===== src/rtl/mem_ctrl.sv =====
// mem_ctrl: arbitrates core fetch/load/store requests onto one fixed-latency RAM port
module mem_ctrl #(
  parameter int ADDR_W = 10,
  parameter int RAM_LATENCY = 2
) (
  input  logic              clk,
  input  logic              rst,
  input  logic              i_read,
  input  logic [31:0]       i_addr,
  output logic              i_ready,
  output logic [31:0]       instruction_out,
  input  logic              memRead,
  input  logic              memWrite,
  input  logic [31:0]       d_addr,
  input  logic [31:0]       d_wdata,
  output logic              d_ready,
  output logic [31:0]       memload,
  output logic              busy,
  output logic              ram_en,
  output logic              ram_we,
  output logic [ADDR_W-1:0] ram_addr,
  output logic [31:0]       ram_wdata,
  input  logic [31:0]       ram_rdata
);
  typedef enum logic [1:0] {IDLE, ISSUE, WAIT, RESP} state_t;
  typedef enum logic [1:0] {IFETCH, LOAD, STORE} kind_t;
  state_t state;
  kind_t kind, sel_kind;
  logic [3:0] cnt;
  logic req;
  logic [31:0] sel_addr;
  always_comb begin
    req = memWrite | memRead | i_read;
    sel_kind = memWrite ? STORE : memRead ? LOAD : IFETCH;
    sel_addr = (memWrite | memRead) ? d_addr : i_addr;
  end
  always_ff @(posedge clk) begin
    if (rst) begin
      state <= IDLE;
      kind <= IFETCH;
      cnt <= '0;
      i_ready <= 1'b0;
      d_ready <= 1'b0;
      busy <= 1'b0;
      ram_en <= 1'b0;
      ram_we <= 1'b0;
      ram_addr <= '0;
      ram_wdata <= '0;
      instruction_out <= '0;
      memload <= '0;
    end else begin
      ram_en <= 1'b0;
      ram_we <= 1'b0;
      i_ready <= 1'b0;
      d_ready <= 1'b0;
      case (state)
        IDLE: if (req) begin
          kind <= sel_kind;
          ram_en <= 1'b1;
          ram_we <= memWrite;
          ram_addr <= sel_addr[ADDR_W+1:2];
          ram_wdata <= d_wdata;
          busy <= 1'b1;
          state <= ISSUE;
        end
        ISSUE: begin
          cnt <= 4'd1;
          d_ready <= kind == STORE;
          state <= kind == STORE ? RESP : WAIT;
        end
        WAIT: if (cnt == 4'(RAM_LATENCY)) begin
          if (kind == IFETCH) instruction_out <= ram_rdata;
          else memload <= ram_rdata;
          i_ready <= kind == IFETCH;
          d_ready <= kind != IFETCH;
          state <= RESP;
        end else cnt <= cnt + 4'd1;
        RESP: begin
          busy <= 1'b0;
          state <= IDLE;
        end
      endcase
    end
  end
endmodule


===== config.mk =====
export PLATFORM = sky130hd
export DESIGN_NAME = mem_ctrl
export DESIGN_NICKNAME = d
export VERILOG_FILES = /design/src/rtl/mem_ctrl.sv
export SDC_FILE = /design/constraint.sdc
export NUM_CORES = 1
export LEC_CHECK = 0
export BUFFER_PORTS_ARGS = -buffer_cell sky130_fd_sc_hd__buf_2
export CAP_MARGIN = 40
export CORE_ASPECT_RATIO = 1.4
export CORE_UTILIZATION = 49
export CTS_CLUSTER_SIZE = 8
export DETAILED_ROUTE_END_ITERATION = 16
export PLACE_DENSITY_LB_ADDON = 0.1
export SYNTH_ARGS = -nofsm -noshare
export SYNTH_HDL_FRONTEND = slang
export SYNTH_SLANG_ARGS = --single-unit
export TNS_END_PERCENT = 10

===== constraint.sdc =====
create_clock -name clk -period 4.9 [get_ports clk]
set_input_delay 0.98 -clock clk [delete_from_list [all_inputs] [get_ports clk]]
set_output_delay 0.98 -clock clk [all_outputs]
set_load 0.02 [all_outputs]

# After elaboration in Yosys (flattened, before gate mapping)
# Index checks and enable logic that the tools add are counted.
totals:
  input_bits: 133
  elab_cells: 56
  output_inout_bits: 111
  n_memories: 0
  ram_bits: 0
  latchBits: 0
  ff_bits: 119
  romBits: 0
classes:
  muxes: 14
  n_lt_le_gt_ge: 0
  shift: 0
  n_reduce_logical: 14
  bitwise_logic: 7
  n_eq_ne: 8
  addsub: 1
  multipliers: 0
  div: 0
ops:
  columns: ["operator", "n"]
  rows:
  - ["2-to-1 mux 12 bit", 1]
  - ["one-hot mux 2 bit (4 select lines)", 1]
  - ["one-hot mux 4 bit (2 select lines)", 1]
  - ["AND reduction 2 bit", 4]
  - ["== test 2 bit, second input constant", 3]
  - ["2-to-1 mux 2 bit", 3]
  - ["!= test 2 bit, second input constant", 3]
  - ["AND reduction 3 bit", 2]
  - ["nonzero test 2 bit", 3]
  - ["OR reduction 3 bit", 2]
  - ["2-to-1 mux 1 bit", 5]
  - ["NOT 1 bit", 5]
  - ["adder 4 x 1 -> 4 bit, second input constant", 1]
  - ["== test 4 x 2 -> 1 bit, second input constant", 1]
  - ["logical NOT 2 bit", 2]
  - ["2-to-1 mux 4 bit", 1]
  - ["one-hot mux 1 bit (2 select lines)", 2]
  - ["== test 2 x 1 -> 1 bit, second input constant", 1]
  - ["OR 1 bit", 2]
  - ["OR reduction 2 bit", 1]

# Longest topological paths before layout
# Gate-level depths: netlist (run 1).
depth:
  depth_word: 4
  ltp_mapped: 8

# Worst setup path before layout (run 1)
# Ideal clock, no wire load.
synth_timing:
  kind: "input -> register"
  from: "input port memWrite"
  to: "register state[1]"
  t_arrival_ps: 1922
  setup_time_ps: 72
  t_required_ps: 4828
  path_slack_ps: 2906
  cell_stages: 4
  cell_sequence: "buf_2 > or4b_4 > o21ai_2 > mux2i_1"
synth_via:
  elab_chain_len: 4
synth_rtl:
  columns: ["element", "line_no", "text"]
  rows:
  - ["start, declared", "13", "input logic memWrite,"]
  - ["OR 1 bit (2 in a row)", "33", "req = memWrite | memRead | i_read;"]
  - ["!= test 2 bit (no line)", null, null]
  - ["AND reduction 2 bit (no line)", null, null]
  - ["end signal, assigned", "69", "state <= kind == STORE ? RESP : WAIT;"]
  - ["end, declared", "27", "state_t state;"]
# No other way between the ends.
# A chain may end at the register's enable or synchronous reset.

# Final worst setup path (run 1)
layout_timing:
  from: "register state[0]"
  to: "register memload[9]"
layout_via:
  elab_chain_len: 2
layout_rtl:
  columns: ["element", "line_no", "text"]
  rows:
  - ["== test 2 bit", "56", "case (state)"]
  - ["AND reduction 3 bit (no line)", null, null]
  - ["end signal, assigned", "73", "else memload <= ram_rdata;"]
  - ["end, declared", "17", "output logic [31:0] memload,"]
# No other way between the ends.

==> flow_summary.yaml, run 1 <==
clock_network:
  cts_resized: 0
  cts_root_buf: "clkbuf_16"
  cts_hold_buffers: 0
  numCtsBuffers: 17
  cts_buffer_depth: 2
  clock_latency_ns: 0.41
  clock_sinks: 119
  post-cts-setup-buffer-count: 0
  htree_levels: 4
  clk_pin_slew_ns: 0.05
  tritoncts: "yes"
die:
  start_util: 0.5024
  core_um2: 9846
  die_area_um2: 10510
  die_h_um: 120.9
  die_width_um: 86.91
  ios: 244
  core.rowCount: 43
final_layout:
  final_area_um2: 6535
  fillers: 828
  final_nets: 839
  antenna_cells: 0
  area_delta_synth_final_pct: 32.13
  layout-drive-gt1-share: 0.3413
  multiInputGateArea_um2: 2308
  seqCellArea_um2: 2382
synthesis:
  synthArstFlopShare: 0
  syn-num-nets: 655
  synth.top_cell.area_share: 0.4817
  ys.warnings.count: 0
  synth-seq-cells: 119
  syn_inst: 515
  synth_top_cell_by_area: "dfxtp_1"
  synthesis.area_um2: 4946
  seq_area_frac_synth: 0.4817
  synth_cell_types: 39
  syn_area_per_cell_um2: 9.604
  synth-edff-count: 0
  synthTopCellsByCount: "119 x dfxtp_1, 101 x nand2b_1, 78 x nand2_1, 65 x mux2i_1, 38 x a21oi_1"
  synth.area.top_cells: "dfxtp_1 48%, mux2i_1 13%, nand2b_1 13%"
  synth.most_common_cell: "dfxtp_1"
  synthFlopType: "dfxtp_1"
routing:
  vias_per_cell: 4.914
  routed_wl_um: 11060
  first_iter_violations: 170
  drcViolationCount: 0
  num_vias: 4162
  dr.pass1.iters: 4
  wire_per_inst_um: 13.06
  ant_nets: 0
critical_path:
  path_common_cell: "inv_1"
  worstPathArrival_ns: 2.36
  slowest_delay_ns: 0.70
  r2r_slack_ns: 2.86
  cp-end-kind: "flip-flop"
  slowest_stage: "nor3_4"
  path_class: "reg2reg"
  reg2reg_from: "state[0]"
  cp_max_fo: 12
  r2r_cells: 5
  critPathRequiredTime_ns: 5.23
  cp_cell_sequence: "inv_1, ha_1, inv_1, nor3_4, mux2i_1"
  cp-start-kind: "flip-flop"
  r2r_end: "memload[9]"
sta:
  timing.fmax_ghz: 0.4911
  finalHoldViolations: 0
  setup_viol: 0
  grt_setup_unrepaired: "false"
  skew_ns: 0.01105
  period_needed_ns: 2.036
  slew_headroom: 0.4650
  worst_pin_slew_ns: 0.7999
  drv_slew: 0
  fin_tns_setup_ns: 0
  final.period_utilization: 0.4156
placed_design:
  dpl_cell_area_um2: 5936
  gp_congestion: 0.7638
  hpwl_um: 7481
  io_buffers: 199
global_routing:
  grt_use_total: 0.2153
  overflow: 0
  grt_pass1_wl_um: 17820
  grt_pass1_vias: 4006
  antenna_found_initial: 0
  grt_max_degree: 79
power_and_ir_drop:
  p_leak_uw: 0.003139
  total_power_uw: 3129
  ir_drop_mv: 0.2768
  powerDensity_nw_per_um2: 478.8
flow_run:
  drv_cap: 0
min_path:
  hold_path_class: "reg2reg"
  whs_path_depth: 2
  holdPathEnd: "ram_wdata[12]"
  min_from: "ram_wdata[12]"
outcome:
  status: "finished, final reports clean"
-- sequential cells by signal, indices dropped and copies added (netlist names), 2 cells and up --
signal           cells
instruction_out     32
memload             32
ram_wdata           32
ram_addr            10
cnt                  4
kind                 2
state                2
-- metrics by stage --
stage / util / hold WS, ns / worst slack [ns] / instances
after floorplan: - / 0.4585 / 2.906 / 515
after global routing: 0.6637 / 0.4651 / 2.662 / 847
after CTS: 0.6637 / 0.4537 / 2.826 / 847
final: 0.6637 / 0.4500 / 2.864 / 847
after global placement: 0.5980 / 0.4382 / 2.339 / 813
after detailed placement: 0.6029 / 0.4462 / 2.600 / 815
-- worst max-delay path by stage --
stage,startpoint,endpoint,cells past startpoint
after floorplan,memWrite,state[1],4
final,state[0],memload[9],5
after global routing,state[0],memload[9],5
after detailed placement,rst,d_ready,4
after CTS,state[0],memload[9],5
after global placement,memWrite,ram_addr[0],4
-- cells by family (layout without fill, tap and decap cells) --
family          Yosys count  after routing  synth area share
fa+ha+maj                 7              7           0.01771
simple gates            209            209            0.2246
compound gates           73             73           0.09183
buf+inv                  42            239           0.05262
mux                      65             65            0.1315
flops                   119            119            0.4817
-- layout make-up --
cell class,count,area share
timing repair buffer,203,0.1624
clock buffer,20,0.06835
inverter,4,0.002298
clock inverter,12,0.02336
sequential,119,0.3645
multi-input combinational,354,0.3532
tap,135,0.02585
-- placed cells by master, fill, tap and decap left out, types with 2 or more instances in the layout --
master | netlist | layout
buf_2 | 17 | 198
dfxtp_1 | 119 | 119
nand2b_1 | 101 | 101
nand2_1 | 78 | 78
mux2i_1 | 65 | 65
a21oi_1 | 38 | 38
nor2_1 | 17 | 17
clkbuf_16 | 0 | 17
o21ai_0 | 13 | 13
a311oi_1 | 10 | 10
ha_1 | 7 | 7
inv_1 | 4 | 4
clkinvlp_4 | 0 | 4
clkinv_2 | 0 | 3
bufinv_16 | 0 | 3
buf_4 | 1 | 3
o21ai_2 | 1 | 2
a211oi_1 | 2 | 2
clkbuf_1 | 12 | 2
clkinv_4 | 0 | 2
-- per-layer routing --
| layer | up-vias | global-route usage | wire (µm) |
|---|---|---|---|
| li1 | 2086 | - | - |
| met1 | 1900 | 0.2316 | 4593 |
| met2 | 154 | 0.3765 | 5439 |
| met3 | 22 | 0.06939 | 805 |
| met4 | 0 | 0.1000 | 225 |
| met5 | - | 0 | 0 |
-- worst max-delay path, delay by kind of cell, from the launching register on --
| kind | cells | cell delay [ns] |
|---|---|---|
| muxes | 1 | 0.27 |
| and+or+nand+nor | 1 | 0.70 |
| buffers and inverters | 2 | 0.29 |
| adders and majority gates | 1 | 0.35 |
| DFF | 1 | 0.34 |
-- power by group --
group / internal (µW) / leakage, µW / switching [µW] / total, µW
Sequential: 1100 / 0.000969 / 64.9 / 1160
Clock: 811 / 0.000282 / 437 / 1250
Combinational: 262 / 0.00189 / 456 / 719
Total: 2170 / 0.00314 / 958 / 3130
No activity file was read; power rests on OpenSTA's default activity.
==> run 2: changes to the inputs <==
- ABC_AREA: unset -> 1
- CORE_UTILIZATION: 49 -> 40
- clock period: 4.9 -> 1.8 ns (I/O delays scaled with it)
==> flow_summary.yaml, run 2 <==
critical_path:
  cp-end-kind: "flip-flop"
  worstPathArrival_ns: 1.89
  cp-start-kind: "flip-flop"
  r2r_slack_ns: 0.20
  reg2reg_from: "state[0]"
  r2r_cells: 8
  r2r_end: "memload[13]"
  cp_max_fo: 29
  path_class: "reg2reg"
  critPathRequiredTime_ns: 2.09
die:
  core_um2: 10870
  die_width_um: 91.21
  ios: 244
  die_area_um2: 11570
  die_h_um: 126.9
  start_util: 0.4101
  core.rowCount: 45
routing:
  first_iter_violations: 141
  num_vias: 4376
  routed_wl_um: 11690
  drcViolationCount: 0
  dr.pass1.iters: 4
  ant_nets: 0
  wire_per_inst_um: 12.71
  vias_per_cell: 4.757
sta:
  timing.fmax_ghz: 0.6267
  worst_pin_slew_ns: 0.3705
  setup_slack_ns: 0.2043
  setup_viol: 0
  period_needed_ns: 1.596
  slew_headroom: 0.7530
  fin_tns_setup_ns: 0
  skew_ns: 0.01039
  final.period_utilization: 0.8865
  grt_setup_unrepaired: "false"
  finalHoldViolations: 0
  drv_slew: 0
clock_network:
  cts_buffer_depth: 2
  htree_levels: 4
  tritoncts: "yes"
  numCtsBuffers: 17
  clock_latency_ns: 0.41
  clock_sinks: 119
  post-cts-setup-buffer-count: 0
  cts_root_buf: "clkbuf_16"
  clk_pin_slew_ns: 0.05
final_layout:
  final_cell_mix: "216 x nor2_1, 199 x buf_2, 119 x dfxtp_1, 111 x o21ai_0, 35 x nand2_1"
  area_delta_synth_final_pct: 38.99
  layout-drive-gt1-share: 0.3261
  top_regs: "instruction_out: 32 flops, memload: 32 flops, ram_wdata: 32 flops"
  antenna_cells: 0
  final_nets: 906
  fillers: 1062
  final_common_cell: "nor2_1"
global_routing:
  grt_util_met3: 0.06775
  grt_max_degree: 44
  use_met1: 0.2405
  grt_pass1_wl_um: 19180
  overflow: 0
  grt_pass1_vias: 4151
  antenna_found_initial: 0
  grt_use_met2: 0.3512
  grt_use_total: 0.2090
  grt.busiest_layer: "met2"
synthesis:
  synth-edff-count: 0
  seq_area_frac_synth: 0.5345
  synthesis.area_um2: 4457
  synth.top_cell.area_share: 0.5345
  synth.area.top_cells: "dfxtp_1 53%, nor2_1 18%, o21ai_0 12%"
  synth.most_common_cell: "nor2_1"
  synth-seq-cells: 119
  ys.warnings.count: 0
  synthArstFlopShare: 0
  synthFlopType: "dfxtp_1"
  synth_top_cell_by_area: "dfxtp_1"
  synth_cell_types: 24
  syn-num-nets: 713
  syn_area_per_cell_um2: 7.778
  syn_inst: 573
  synthTopCellsByCount: "216 x nor2_1, 119 x dfxtp_1, 111 x o21ai_0, 35 x nand2_1, 14 x clkbuf_1"
power_and_ir_drop:
  ir_drop_mv: 0.6140
  powerDensity_nw_per_um2: 1464
  p_leak_uw: 0.003218
min_path:
  holdPathEnd: "ram_wdata[2]"
  min_from: "d_wdata[2]"
  whs_path_depth: 3
  hold_path_class: "in2reg"
placed_design:
  io_buffers: 199
  gp_congestion: 0.7752
  pre_cts_ws_ns: 0.03423
  hpwl_um: 7991
outcome:
  status: "finished, final reports clean"
flow_run:
  drv_cap: 0
-- run 2: how the worst max path moves through the flow --
| stage | start | to | slack, ns |
|---|---|---|---|
| 3_5_place_dp | state[0] | instruction_out[8] | 0.03 |
| 4_1_cts | state[0] | instruction_out[8] | 0.04 |
| 5_1_grt | state[0] | memload[13] | 0.02 |
| 6_report | state[0] | memload[13] | 0.20 |
| 2_1_floorplan | state[0] | memload[0] | 0.39 |
| 3_3_place_gp | state[0] | instruction_out[8] | 0.11 |
-- run 2: cell families (layout without fill, tap and decap cells) --
group / after synthesis / after routing / synth area share
and+or+nand+nor: 267 / 267 / 0.2369
AOI/OAI and AO/OA: 128 / 128 / 0.1468
DFF: 119 / 119 / 0.5345
buffers and inverters: 50 / 256 / 0.05811
adders and majority gates: 7 / 7 / 0.01965
xor gates and xnor gates: 2 / 2 / 0.003931
-- run 2: metal layers --
layer	vias to the layer above	routed length [µm]
met3	19	738
met4	0	253
met5	-	0
met1	1973	4980
li1	2221	-
met2	163	5716
-- run 2: worst max-delay path, stage by stage (launching register included) --
cell	delay, ns
dfxtp_1	0.35
inv_1	0.13
ha_1	0.29
nand3_4	0.13
nor2_4	0.14
inv_2	0.09
buf_12	0.17
nor2_1	0.11
nor2_1	0.06
-- run 2: cell type report --
type,instances,area [µm²],share of cell area
clock buffer,21,470.5,0.07594
clock inverter,11,171.4,0.02767
inverter,14,55.05,0.008887
multi-input combinational,404,1815,0.2931
sequential,119,2382,0.3846
tap,141,176.4,0.02848
timing repair buffer,210,1124,0.1814
-- run 2: what timing repair did --
action | in CTS | in global routing
endpoints found under the setup margin | 0 | 34
hold buffers | 0 | 0
gates resized for setup | 0 | 4
-- run 2: power breakdown --
part | internal [µW] | switching, µW
Sequential | 3090 | 216
Combinational | 716 | 1450
Clock | 2420 | 1180
Total | 6230 | 2840
-- run 2: metrics by stage --
step                instances  total power [µW]  hold slack, ns  utilization  cell area (µm²)
global placement          888              5478          0.4756       0.5101             5543
CTS                       920              9165          0.1554       0.5691             6185
detailed placement        888              5529          0.4860       0.5101             5543
global route              920              9585          0.1552       0.5701             6195
floorplan                 573              4764          0.4645            -             4457
finish                    920              9069          0.1713       0.5701             6195
==> run 3: changes to the inputs <==
- BUFFER_PORTS_ARGS: -buffer_cell sky130_fd_sc_hd__buf_2 -> -buffer_cell sky130_fd_sc_hd__buf_4
==> flow_summary.yaml, run 3 (synthesis results as in run 2) <==
clock_network:
  cts_buffer_depth: 2
  numCtsBuffers: 17
  cts_hold_buffers: 0
  tritoncts: "yes"
  cts_resized: 0
  clock_latency_ns: 0.41
  post-cts-setup-buffer-count: 0
  clk_pin_slew_ns: 0.06
  htree_levels: 4
  cts_root_buf: "clkbuf_16"
  clock_sinks: 119
die:
  core.rowCount: 45
  die_h_um: 126.9
  die_area_um2: 11570
  core_um2: 10870
  ios: 244
  start_util: 0.4101
  die_width_um: 91.21
placed_design:
  dp_cells: 890
  hpwl_um: 8403
  io_buffers: 199
  gp_congestion: 0.7723
power_and_ir_drop:
  total_power_uw: 9378
  p_leak_uw: 0.003326
  powerDensity_nw_per_um2: 1393
  ir_drop_mv: 0.7330
critical_path:
  slowest_stage: "dfxtp_1"
  slowest_delay_ns: 0.35
  crit_family: "buffers and inverters"
  critPathBufInv: 2
  cp-start-kind: "flip-flop"
  worstPathArrival_ns: 1.96
  path_class: "reg2reg"
  cp_cell_sequence: "inv_1, ha_1, nand3_4, nor2_4, buf_6, o21ai_0, nor2_1"
  critPathRequiredTime_ns: 2.15
  cp-end-kind: "flip-flop"
  cp_max_fo: 32
routing:
  routed_wl_um: 12230
  dr.pass1.iters: 4
  drcViolationCount: 0
  wire_per_inst_um: 13.26
  vias_per_cell: 4.785
  first_iter_violations: 155
  num_vias: 4412
  ant_nets: 0
final_layout:
  final_nets: 908
  final_common_cell: "nor2_1"
  final_cell_mix: "216 x nor2_1, 205 x buf_4, 119 x dfxtp_1, 111 x o21ai_0, 35 x nand2_1"
  seqCellArea_um2: 2382
  antenna_cells: 0
  fillers: 1002
  area_delta_synth_final_pct: 51.01
  multiInputGateArea_um2: 1815
  final_cells: 922
  layout-drive-gt1-share: 0.3278
  top_regs: "instruction_out: 32 flops, memload: 32 flops, ram_wdata: 32 flops"
sta:
  worst_pin_slew_ns: 0.3929
  skew_ns: 0.007728
  drv_slew: 0
  finalHoldViolations: 0
  timing.fmax_ghz: 0.6194
  grt_setup_unrepaired: "false"
  fin_tns_setup_ns: 0
  slew_headroom: 0.7381
  final.period_utilization: 0.8970
  period_needed_ns: 1.615
  setup_viol: 0
flow_run:
  drv_cap: 0
min_path:
  hold_path_class: "in2reg"
global_routing:
  grt_pass1_wl_um: 19990
  grt_pass1_vias: 4181
  grt_max_degree: 35
  antenna_found_initial: 0
  grt_use_total: 0.2171
  overflow: 0
outcome:
  status: "finished, final reports clean"
==> run 3: power by group <==
part	switching (µW)	internal [µW]
registers	238	3090
clock network	1220	2330
logic	1480	1030
total	2940	6440
==> run 3: area by class of cell <==
cell class | instances | area share
sequential | 119 | 0.3540
multi-input combinational | 404 | 0.2698
timing repair buffer | 212 | 0.2482
clock buffer | 18 | 0.06377
clock inverter | 14 | 0.02993
tap | 141 | 0.02621
inverter | 14 | 0.008180
==> run 3: per-stage QoR <==
stage / utilization / hold WS (ns) / cell area (µm²) / setup WS (ns)
2_1_floorplan: - / 0.4645 / 4457 / 0.3888
3_3_place_gp: 0.5607 / 0.4782 / 6093 / 0.1068
3_5_place_dp: 0.5607 / 0.4857 / 6093 / 0.01678
4_1_cts: 0.6188 / 0.1537 / 6724 / 0.008977
5_1_grt: 0.6193 / 0.1599 / 6730 / 0.05059
6_report: 0.6193 / 0.1744 / 6730 / 0.1854
==> run 3: routing by layer <==
metal | track usage | up-vias | part of all wire
li1 | - | 2227 | -
met1 | 0.2569 | 2005 | 0.43
met2 | 0.3619 | 167 | 0.49
met3 | 0.07254 | 13 | 0.067
met4 | 0.08590 | 0 | 0.015
met5 | 0 | - | 0
==> run 3: worst min-delay path: stages <==
cell and delay [ns]:
buf_4 0.07, nor2_1 0.03, nor2_1 0.08
==> run 3: worst paths after layout <==
| path | start | end | slack, ns | depth (start not counted) |
|---|---|---|---|---|
| max | state[0] | instruction_out[14] | 0.19 | 7 |
| min | d_wdata[3] | ram_wdata[3] | 0.17 | 3 |
| max reg2reg | state[0] | instruction_out[14] | 0.19 | 7 |
| min reg2reg | kind[0] | kind[0] | 0.49 | 2 |
